File: src/rtl/wave_pkg.sv
// Shared definitions for the multi-mode waveform shaper: mode encodings and
// fixed-point reference levels.
package wave_pkg;

    typedef logic [1:0] mode_t;

    localparam mode_t MODE_SQUARE = 2'd0;
    localparam mode_t MODE_PULSE  = 2'd1;
    localparam mode_t MODE_SAW    = 2'd2;
    localparam mode_t MODE_TRI    = 2'd3;

    function automatic int one_f(input int frac_w);
        return 1 << frac_w;
    endfunction

    function automatic int half_f(input int phase_w);
        return 1 << (phase_w - 1);
    endfunction

endpackage

File: src/rtl/wave_shape_unit.sv
// Combinational phase -> unscaled sample u, signed Q2.FRAC_W, full scale +/-ONE.
module wave_shape_unit
    import wave_pkg::*;
#(
    parameter int PHASE_W = 12,
    parameter int FRAC_W  = 16
) (
    input  logic [PHASE_W-1:0]        phase_i,
    input  mode_t                     mode_i,
    input  logic [PHASE_W-1:0]        duty_i,
    output logic signed [FRAC_W+1:0]  u_o
);

    localparam int U_W    = FRAC_W + 2;
    localparam int SAW_SH = FRAC_W + 1 - PHASE_W;
    localparam int TRI_SH = FRAC_W + 2 - PHASE_W;
    localparam logic signed [U_W-1:0] ONE  = U_W'(one_f(FRAC_W));
    localparam logic [PHASE_W-1:0]    HALF = PHASE_W'(half_f(PHASE_W));

    logic signed [PHASE_W:0] saw_diff;
    logic signed [U_W-1:0]   saw_ext;
    logic [PHASE_W-2:0]      tri_f;
    logic signed [U_W-1:0]   tri_u;

    always_comb begin
        saw_diff = $signed({1'b0, phase_i}) - $signed({1'b0, HALF});
        saw_ext  = U_W'(saw_diff);
        // Folding the low bits on the MSB gives a rising then falling ramp.
        tri_f    = phase_i[PHASE_W-1] ? ~phase_i[PHASE_W-2:0] : phase_i[PHASE_W-2:0];
        tri_u    = $signed(U_W'(tri_f) << TRI_SH) - ONE;

        u_o = -ONE;
        case (mode_i)
            MODE_SQUARE: u_o = (phase_i <= HALF) ? ONE : -ONE;
            MODE_PULSE:  u_o = (phase_i < duty_i) ? ONE : -ONE;
            MODE_SAW:    u_o = saw_ext <<< SAW_SH;
            MODE_TRI:    u_o = tri_u;
            default:     u_o = -ONE;
        endcase
    end

endmodule

File: src/rtl/multi_wave_gen.sv
// Two-stage waveform shaper: S1 registers shape and wrap flag, S2 registers the
// amplitude-scaled sample. Valid/ready on both sides with full back-pressure.
module multi_wave_gen
    import wave_pkg::*;
#(
    parameter int PHASE_W = 12,
    parameter int FRAC_W  = 16,
    parameter int OUT_W   = 21,
    parameter int AMP_W   = 8
) (
    input  logic               clk,
    input  logic               rst_n,
    input  logic               in_valid,
    output logic               in_ready,
    input  logic [PHASE_W-1:0] phase,
    input  logic [1:0]         mode,
    input  logic [PHASE_W-1:0] duty,
    input  logic [AMP_W-1:0]   amp,
    output logic               out_valid,
    input  logic               out_ready,
    output logic [OUT_W-1:0]   wave,
    output logic               out_wrap
);

    localparam int U_W = FRAC_W + 2;
    localparam int P_W = U_W + AMP_W + 1;
    localparam logic [AMP_W-1:0] AMP_ONE = AMP_W'(1) << (AMP_W - 1);

    // Amplitude is clamped to 1.0, so the shifted product always fits in U_W bits.
    function automatic logic signed [OUT_W-1:0] scale_f(
        input logic signed [U_W-1:0] u,
        input logic [AMP_W-1:0]      a_in
    );
        logic [AMP_W-1:0]      a;
        logic signed [P_W-1:0] prod;
        logic signed [U_W-1:0] sh;
        a    = (a_in > AMP_ONE) ? AMP_ONE : a_in;
        prod = P_W'(u) * P_W'($signed({1'b0, a}));
        sh   = U_W'(prod >>> (AMP_W - 1));
        return OUT_W'(sh);
    endfunction

    logic                  s1_valid_q, s1_valid_d;
    logic signed [U_W-1:0] s1_u_q, s1_u_d;
    logic [AMP_W-1:0]      s1_amp_q, s1_amp_d;
    logic                  s1_wrap_q, s1_wrap_d;
    logic                  s2_valid_q, s2_valid_d;
    logic [OUT_W-1:0]      wave_q, wave_d;
    logic                  wrap_q, wrap_d;
    logic [PHASE_W-1:0]    last_phase_q, last_phase_d;
    logic                  first_q, first_d;
    logic signed [U_W-1:0] shape_u;
    logic                  s2_free;
    logic                  in_fire;

    wave_shape_unit #(
        .PHASE_W (PHASE_W),
        .FRAC_W  (FRAC_W)
    ) u_shape (
        .phase_i (phase),
        .mode_i  (mode),
        .duty_i  (duty),
        .u_o     (shape_u)
    );

    always_comb begin
        s2_free  = !s2_valid_q || out_ready;
        in_ready = rst_n && (!s1_valid_q || s2_free);
        in_fire  = in_valid && in_ready;

        s1_valid_d   = s1_valid_q;
        s1_u_d       = s1_u_q;
        s1_amp_d     = s1_amp_q;
        s1_wrap_d    = s1_wrap_q;
        s2_valid_d   = s2_valid_q;
        wave_d       = wave_q;
        wrap_d       = wrap_q;
        last_phase_d = last_phase_q;
        first_d      = first_q;

        // ---- input -> S1 ----
        if (in_ready) begin
            s1_valid_d = in_valid;
        end
        if (in_fire) begin
            s1_u_d       = shape_u;
            s1_amp_d     = amp;
            s1_wrap_d    = first_q || (phase < last_phase_q);
            last_phase_d = phase;
            first_d      = 1'b0;
        end

        // ---- S1 -> S2 ----
        if (s2_free) begin
            s2_valid_d = s1_valid_q;
            if (s1_valid_q) begin
                wave_d = scale_f(s1_u_q, s1_amp_q);
                wrap_d = s1_wrap_q;
            end
        end
    end

    always_ff @(posedge clk or negedge rst_n) begin
        if (!rst_n) begin
            s1_valid_q   <= 1'b0;
            s2_valid_q   <= 1'b0;
            wave_q       <= '0;
            wrap_q       <= 1'b0;
            last_phase_q <= '0;
            first_q      <= 1'b1;
        end else begin
            s1_valid_q   <= s1_valid_d;
            s2_valid_q   <= s2_valid_d;
            wave_q       <= wave_d;
            wrap_q       <= wrap_d;
            last_phase_q <= last_phase_d;
            first_q      <= first_d;
        end
    end

    always_ff @(posedge clk) begin
        s1_u_q    <= s1_u_d;
        s1_amp_q  <= s1_amp_d;
        s1_wrap_q <= s1_wrap_d;
    end

    assign out_valid = s2_valid_q;
    assign wave      = wave_q;
    assign out_wrap  = wrap_q;

endmodule
File: config.mk
export PLATFORM = sky130hd
export DESIGN_NAME = multi_wave_gen
export DESIGN_NICKNAME = d
export VERILOG_FILES = /design/src/rtl/wave_pkg.sv /design/src/rtl/wave_shape_unit.sv /design/src/rtl/multi_wave_gen.sv
export SDC_FILE = /design/constraint.sdc
export NUM_CORES = 1
export LEC_CHECK = 0
export ABC_AREA = 1
export BUFFER_PORTS_ARGS = -buffer_cell sky130_fd_sc_hd__buf_2
export CAP_MARGIN = 20
export CORE_MARGIN = 5
export CORE_UTILIZATION = 60
export DETAILED_ROUTE_END_ITERATION = 7
export PLACE_DENSITY = 0.77
export SYNTH_ARGS = -nofsm -noshare
export SYNTH_HDL_FRONTEND = slang
export SYNTH_SLANG_ARGS = --single-unit
File: constraint.sdc
create_clock -name clk -period 13.76 [get_ports clk]
set_input_delay 1.376 -clock clk [delete_from_list [all_inputs] [get_ports clk]]
set_output_delay 1.376 -clock clk [all_outputs]
set_load 0.005 [all_outputs]
==> impl_metrics.csv, run 1 <==
group,metric,value,unit
logic_synthesis,synthArstFlopShare,60.7,%
global_route,grt_util_all_layers,23.5,%
power,switching_share,43.2,%
cts,clk_latency,0.35,ns
sta,slew_viol_final,0,
worst_setup_path,cp-end-kind,"flop",
power,power_frac_clock,15.8,%
layout,drive_gt1_share,7.96,%
logic_synthesis,ys_ff_latch,56,
floorplan,die_h,115,um
place,pre_cts_ws,8.65,ns
cts,cts_resized,0,
power,cellPowerDensity,102,mW/mm^2
cts,cts_tree,"done",
route,drt_first_pass_iters,8,
sta,fin_tns_setup,0,ns
global_route,grt_pass1_wl,24400,um
floorplan,design.die.area,0.0133,mm^2
worst_setup_path,reg2regPathDepth,18,
layout,nets,1094,
layout,final_util,65.9,%
sta,timing.final.crit_share,37.4,%
sta,maxSlewHeadroom,47.2,%
global_route,first_global_vias,5271,
worst_setup_path,cp.required,14.02,ns
cts,cts-root-buf,"clkbuf_8",
cts,cts_setup_buffers,0,
run_status,status,"finished clean",
cts,cts_hold_buf,0,
global_route,antenna_found_initial,0,
floorplan,io_pins,62,
sta,worstMarginPinSlew,0.791,ns
worst_setup_path,startpoint,"s1_amp_q[7]",
power,p_switching,0.315,mW
place,portBuffers,61,
global_route,grt_max_degree,36,
floorplan,dieWidth,115,um
logic_synthesis,ys_seq_area_share,22.8,%
logic_synthesis,ys_warn_count,0,
sta,fmax,194,MHz
worst_setup_path,cp_max_fo,17,
hold_path,hold_class,"reg2reg",
global_route,grt-ovfl-total,0,
power,comb_power_share,52.5,%
worst_setup_path,critPathMaxStageDelay,0.63,ns
sta,setup_violations,0,
worst_setup_path,worst-setup-path-type,"reg2reg",
cts,cts_sinks,56,
sta,hold_viol,0,
cts,cts_max_level,2,
power,irDropWorstVdd,0.0657,mV
sta,finalClockSkew,0.0172,ns
route,totalWireLength,14300,um
route,routedWlPerCell,13.5,um
route,drc,0,
layout,n_antenna_cell,0,
cts,cts_max_path_buffers,2,
route,drtAntennaViolNets,0,
sta,setup_ws,8.61,ns
flow_run,maxCapViolCount,0,
floorplan,start_util,61.2,%
worst_setup_path,cp.arrival,5.41,ns
sta,rsz0062_at_grt,"no",
hold_path,hp-start,"first_q",
cts,numCtsBuffers,5,
worst_setup_path,r2r-start,"s1_amp_q[7]",
place,gp_congestion,0.982,
worst_setup_path,crit_top_cell,"inv_1",
floorplan,core,0.0108,mm^2
route,vias,5442,
logic_synthesis,ys.flop_type,"dfrtp_1",
hold_path,hold_depth,2,
worst_setup_path,worst_setup_path_start_kind,"flop",
worst_setup_path,reg2reg_slack,8.61,ns
place,dpl.hpwl,12200,um
power,p_leak,4.13,nW
logic_synthesis,synthesis.instances,862,
floorplan,row_count,38,
route,vias_per_cell,5.15,
route,drt_iter0_drc,374,
power,seqPwrFrac,31.8,%
worst_setup_path,cpMaxStageDelayCell,"edfxtp_1",
logic_synthesis,synth.distinct_cells,28,
worst_setup_path,crit_chain,"inv_1 > nand2_1 > inv_1 > nand2_1 > fa_1 > inv_1 > fa_1 > fa_1 > inv_1 > fa_1 > inv_1 > ha_1 > a21oi_1 > o21ai_0 > a21oi_1 > nand3b_1 > nand3_1 > nand2_1",
logic_synthesis,syn-num-nets,1040,
logic_synthesis,synth_edf_count,22,
layout,area.growth.synth_to_final,7.69,%
sta,fin_crit,5.15,ns
logic_synthesis,synthesis.area,0.00664,mm^2
hold_path,min_to,"first_q",
worst_setup_path,regToRegEndpoint,"wave[16]",
cts,cts.clk_slew.worst_paths,0.11,ns
logic_synthesis,post_synth.cell_area_avg,7.70,um^2
power,intPower,0.415,mW
sequential cells by signal, indices dropped and copies added (netlist names):
| signal | cells |
|---|---|
| out_valid | 1 |
| s1_amp_q | 8 |
| first_q | 1 |
| out_wrap | 1 |
| s1_valid_q | 1 |
| last_phase_q | 12 |
| s1_wrap_q | 1 |
| s1_u_q | 13 |
| wave | 18 |
cell usage after synthesis (all sizes together) (2+ instances only):
cell type	number	area, um^2
buf	11	70.1
inv	219	822
dfrtp	33	826
xnor2	7	61.3
nor2	68	258
o21ai	52	260
ha	61	763
nand2	215	810
edfxtp	22	661
nor3	3	15.0
clkinv	2	7.51
fa	79	1580
a21oi	39	199
nand4	5	31.3
clkbuf	4	15.0
nand3	31	155
o31ai	2	15.0
nand3b	4	30.0
metrics by stage:
step	hold WS (ns)	cells	power, mW	area (um^2)
after floorplan	0.425	862	0.514	6640
after global placement	0.441	1049	0.610	7040
after detailed placement	0.445	1049	0.622	7040
after CTS	0.460	1057	0.737	7150
after global routing	0.476	1057	0.809	7150
final	0.461	1057	0.730	7150
area by class of cell:
class	instances	area, um^2
multi-input cells	570	4210
fillers	995	3690
flip-flops and latches	56	1510
inverters	221	830
repair buffers	62	313
well taps	140	175
clock buffers	6	72.6
clock inverters	2	35.0
power by group through the flow:
stage | Sequential, mW | Combinational (mW) | Clock (mW)
after floorplan | 0.234 | 0.280 | 0
after global placement | 0.234 | 0.375 | 0
after detailed placement | 0.235 | 0.386 | 0
after CTS | 0.232 | 0.387 | 0.118
after global routing | 0.235 | 0.449 | 0.124
final | 0.232 | 0.383 | 0.115
routing by layer:
metal  global-route usage, %  vias up  routed length (um)
met5                       0        -                   0
met4                    9.55        0                 460
met3                    2.74       31                 702
met2                    41.3      159                7180
met1                    29.5     2547                5960
li1                        -     2705                   -
logic make-up after synthesis:
family / share of synthesized area (%)
XOR/XNOR: 1.06
AO/OA/AOI/OAI: 7.26
AND/OR/NAND/NOR: 19.8
adder cells (fa/ha/maj): 35.3
buffers and inverters: 13.8
flip-flops: 22.8
cell usage in the layout, fill, tap and decap left out:
cell type	n
clkinv_1	2
nor3_1	3
nand4_1	5
bufinv_16	1
a21oi_2	1
nand2_1	214
clkinv_2	1
ha_1	61
buf_4	1
and2_1	1
dfrtp_1	33
nand3_1	31
clkbuf_8	5
clkbuf_1	1
xnor2_1	7
a21oi_1	38
buf_2	61
nand2_2	1
nor2_2	1
dfstp_2	1
edfxtp_1	22
o21a_1	1
o21ai_0	50
nand3b_1	4
fa_1	79
nor2_1	67
inv_1	219
nor4_1	1
xor2_1	1
o31ai_1	2
o21ai_1	2
worst max-delay path, delay by kind of cell, from the launching register on:
family | cells | cell delay, ns
AO/OA/AOI/OAI | 3 | 0.48
flip-flops | 1 | 0.63
buffers and inverters | 5 | 0.66
adder cells (fa/ha/maj) | 5 | 2.59
AND/OR/NAND/NOR | 5 | 0.70
how the worst max path moves through the flow:
stage,endpoint,cells after the start
after floorplan,wave[12],23
final,wave[16],18
after global routing,wave[17],20
after detailed placement,wave[16],18
after global placement,wave[17],20
after CTS,wave[16],19
Power figures use the tool's default switching activity.
==> inputs of run 2 (changes only) <==
--- a/config.mk
+++ b/config.mk
@@ -5,13 +5,13 @@
 export SDC_FILE = /design/constraint.sdc
 export NUM_CORES = 1
 export LEC_CHECK = 0
-export ABC_AREA = 1
+export ABC_AREA = 0
 export BUFFER_PORTS_ARGS = -buffer_cell sky130_fd_sc_hd__buf_2
 export CAP_MARGIN = 20
 export CORE_MARGIN = 5
 export CORE_UTILIZATION = 60
 export DETAILED_ROUTE_END_ITERATION = 7
-export PLACE_DENSITY = 0.77
+export PLACE_DENSITY = 0.78
 export SYNTH_ARGS = -nofsm -noshare
 export SYNTH_HDL_FRONTEND = slang
 export SYNTH_SLANG_ARGS = --single-unit
==> constraint.sdc (replaced) <==
create_clock -name clk -period 4.76 [get_ports clk]
set_input_delay 0.476 -clock clk [delete_from_list [all_inputs] [get_ports clk]]
set_output_delay 0.476 -clock clk [all_outputs]
set_load 0.005 [all_outputs]
==> run 2 against run 1 <==
Against the previous run:
- via count down 7.6%
- maximum frequency up 8.8%
- total power rose to 3.2 times the previous value
- routed wire length up 4.2%
- utilization up 4.7 points
- critical path type unchanged
- synthesized cell count down 18%
- largest cell class unchanged
- die area down 2.2%
==> impl_metrics.csv, run 2 <==
group,metric,value,unit
global_route,grt_util_all_layers,24.1,%
power,cellPowerDensity,304,mW/mm^2
cts,cts_sinks,56,
sta,fmax,211,MHz
logic_synthesis,synthArstFlopShare,60.7,%
worst_setup_path,worst-setup-path-type,"reg2reg",
logic_synthesis,synth_edf_count,22,
route,drt_iter0_drc,247,
worst_setup_path,cpMaxStageDelayCell,"fa_1",
cts,cts_tree,"done",
global_route,first_global_vias,5373,
logic_synthesis,ys_warn_count,0,
global_route,grt-ovfl-total,0,
worst_setup_path,crit_top_cell,"inv_1",
flow_run,maxCapViolCount,0,
floorplan,design.die.area,0.0130,mm^2
floorplan,dieWidth,114,um
sta,fin_tns_setup,0,ns
cts,cts_hold_buf,0,
global_route,antenna_found_initial,0,
layout,largest_reg_flops,18,
cts,numCtsBuffers,5,
hold_path,hold_class,"in2async",
logic_synthesis,synth_area_leaders,"fa_1 24%, dfrtp_1 13%, ha_1 12%",
layout,fillCellCount,820,
route,drtAntennaViolNets,0,
layout,area.growth.synth_to_final,16.6,%
logic_synthesis,synthesis.area,0.00648,mm^2
logic_synthesis,synth.distinct_cells,49,
cts,cts_max_path_buffers,2,
sta,hold_viol,0,
sta,setup_violations,0,
logic_synthesis,ys_seq_area_share,23.4,%
sta,rsz0062_at_grt,"yes",
run_status,status,"finished clean",
cts,cts_max_level,2,
route,drt_first_pass_iters,7,
place,dpl.hpwl,11600,um
global_route,grt_pass1_wl,24900,um
global_route,grt_max_degree,36,
layout,nets,965,
floorplan,core,0.0107,mm^2
logic_synthesis,ys.flop_type,"dfrtp_1",
logic_synthesis,syn-num-nets,885,
logic_synthesis,ys_ff_latch,56,
logic_synthesis,synthTopCellsByCount,"151 x inv_1, 94 x nand2_1, 79 x fa_1",
floorplan,io_pins,62,
route,routedWlPerCell,16.1,um
cts,clk_latency,0.33,ns
logic_synthesis,post_synth.cell_area_avg,9.16,um^2
cts,cts-root-buf,"clkbuf_8",
worst_setup_path,cp.required,5.00,ns
worst_setup_path,crit_chain,"buf_6 > nor2b_4 > buf_6 > nand2_1 > fa_1 > inv_1 > ha_1 > ha_1 > inv_1 > fa_1 > inv_1 > ha_2 > fa_2 > a21o_1 > a21o_1 > a211o_4 > a211oi_2 > o211ai_1 > a31oi_1",
logic_synthesis,synthesis.instances,707,
sta,timing.final.crit_share,99.4,%
place,gp_congestion,0.954,
logic_synthesis,synth_top_area_share,24.4,%
worst_setup_path,cp-end-kind,"flop",
worst_setup_path,cp_max_fo,5,
sta,holdWs,0.203,ns
route,drc,0,
worst_setup_path,reg2regPathDepth,19,
route,totalWireLength,14900,um
sta,finalClockSkew,0.0134,ns
layout,mostFrequentLayoutCells,"150 x inv_1, 90 x nand2_1, 76 x fa_1, 61 x buf_2, 54 x and2_1",
cts,cts.clk_slew.worst_paths,0.11,ns
sta,worstMarginPinSlew,0.939,ns
layout,n_antenna_cell,0,
layout,final_common_cell,"inv_1",
power,p_leak,3.84,nW
place,portBuffers,61,
power,irDropWorstVdd,0.198,mV
sta,maxSlewHeadroom,37.2,%
floorplan,die_h,114,um
sta,slew_viol_final,0,
sta,fin_crit,4.73,ns
layout,drive_gt1_share,19.3,%
floorplan,row_count,38,
logic_synthesis,synth_largest_area_cell,"fa_1",
layout,multi_input_area,0.00457,mm^2
power,total_power,2.30,mW
layout,seq_area,0.00151,mm^2
logic_synthesis,yosys.cell_count.top_type,"inv_1",
route,vias_per_cell,5.42,
route,vias,5026,
worst_setup_path,cp.arrival,4.97,ns
floorplan,start_util,60.5,%
worst_setup_path,critPathMaxStageDelay,0.54,ns
worst_setup_path,worst_setup_path_start_kind,"flop",
-- run 2: layer usage --
| layer | vias up | GRT usage [%] | routed length, um |
|---|---|---|---|
| met4 | 0 | 8.55 | 399 |
| met1 | 2469 | 30.1 | 5850 |
| li1 | 2369 | - | - |
| met3 | 32 | 3.24 | 787 |
| met2 | 156 | 43.1 | 7870 |
| met5 | - | 0 | 0 |
-- run 2: power breakdown --
part | internal, mW | total, mW | switching [mW]
logic | 0.628 | 1.36 | 0.736
clock network | 0.105 | 0.267 | 0.161
registers | 0.607 | 0.669 | 0.0621
-- run 2: area by class of cell --
class / instances / share of cell area [%]
clock buffer: 6 / 0.961
inverter: 151 / 7.50
tap: 140 / 2.32
clock inverter: 2 / 0.182
sequential: 56 / 20.0
timing repair buffer: 98 / 8.53
multi-input combinational: 475 / 60.5
-- run 2: metrics by stage --
stage	worst slack [ns]	std cells	util [%]	cell area [um^2]
floorplan	0.0491	707	-	6480
global placement	-0.0249	901	65.3	6990
detailed placement	-0.0771	901	65.3	6990
CTS	0.00752	916	67.3	7200
global route	-0.142	928	70.6	7550
finish	0.0266	928	70.6	7550
-- run 2: path summary, 6_finish.rpt --
check	slack [ns]	from	to
max	0.03	s1_amp_q[7]	wave[16]
min	0.20	rst_n	wave[6]
max reg2reg	0.03	s1_amp_q[7]	wave[16]
min reg2reg	0.46	s1_wrap_q	out_wrap
max in group asynchronous	4.05	rst_n	last_phase_q[5]
min in group clk	0.33	amp[0]	s1_amp_q[0]
-- run 2: cell families (layout without fill, tap and decap cells) --
| group | after synthesis | in the layout | synth area share [%] |
|---|---|---|---|
| buffers and inverters | 176 | 257 | 10.4 |
| multiplexers | 4 | 4 | 0.657 |
| AO/OA/AOI/OAI | 99 | 99 | 10.5 |
| AND/OR/NAND/NOR | 205 | 205 | 15.2 |
| adder cells (fa/ha/maj) | 140 | 140 | 36.2 |
| flip-flops | 56 | 56 | 23.4 |
| XOR/XNOR | 27 | 27 | 3.65 |
-- run 2: critical path: cells and delay by family (launching register included) --
family	cells	cell delay [ns]
AOI/OAI and AO/OA	6	1.34
buffers and inverters	5	0.44
DFF	1	0.45
adders and majority gates	6	2.18
and+or+nand+nor	2	0.23
-- run 2: what timing repair did --
item,in CTS,in global routing
buffers inserted,6,9
pin swaps,5,29
gates resized for setup,17,52
setup endpoints to repair,6,10
cloned,1,2
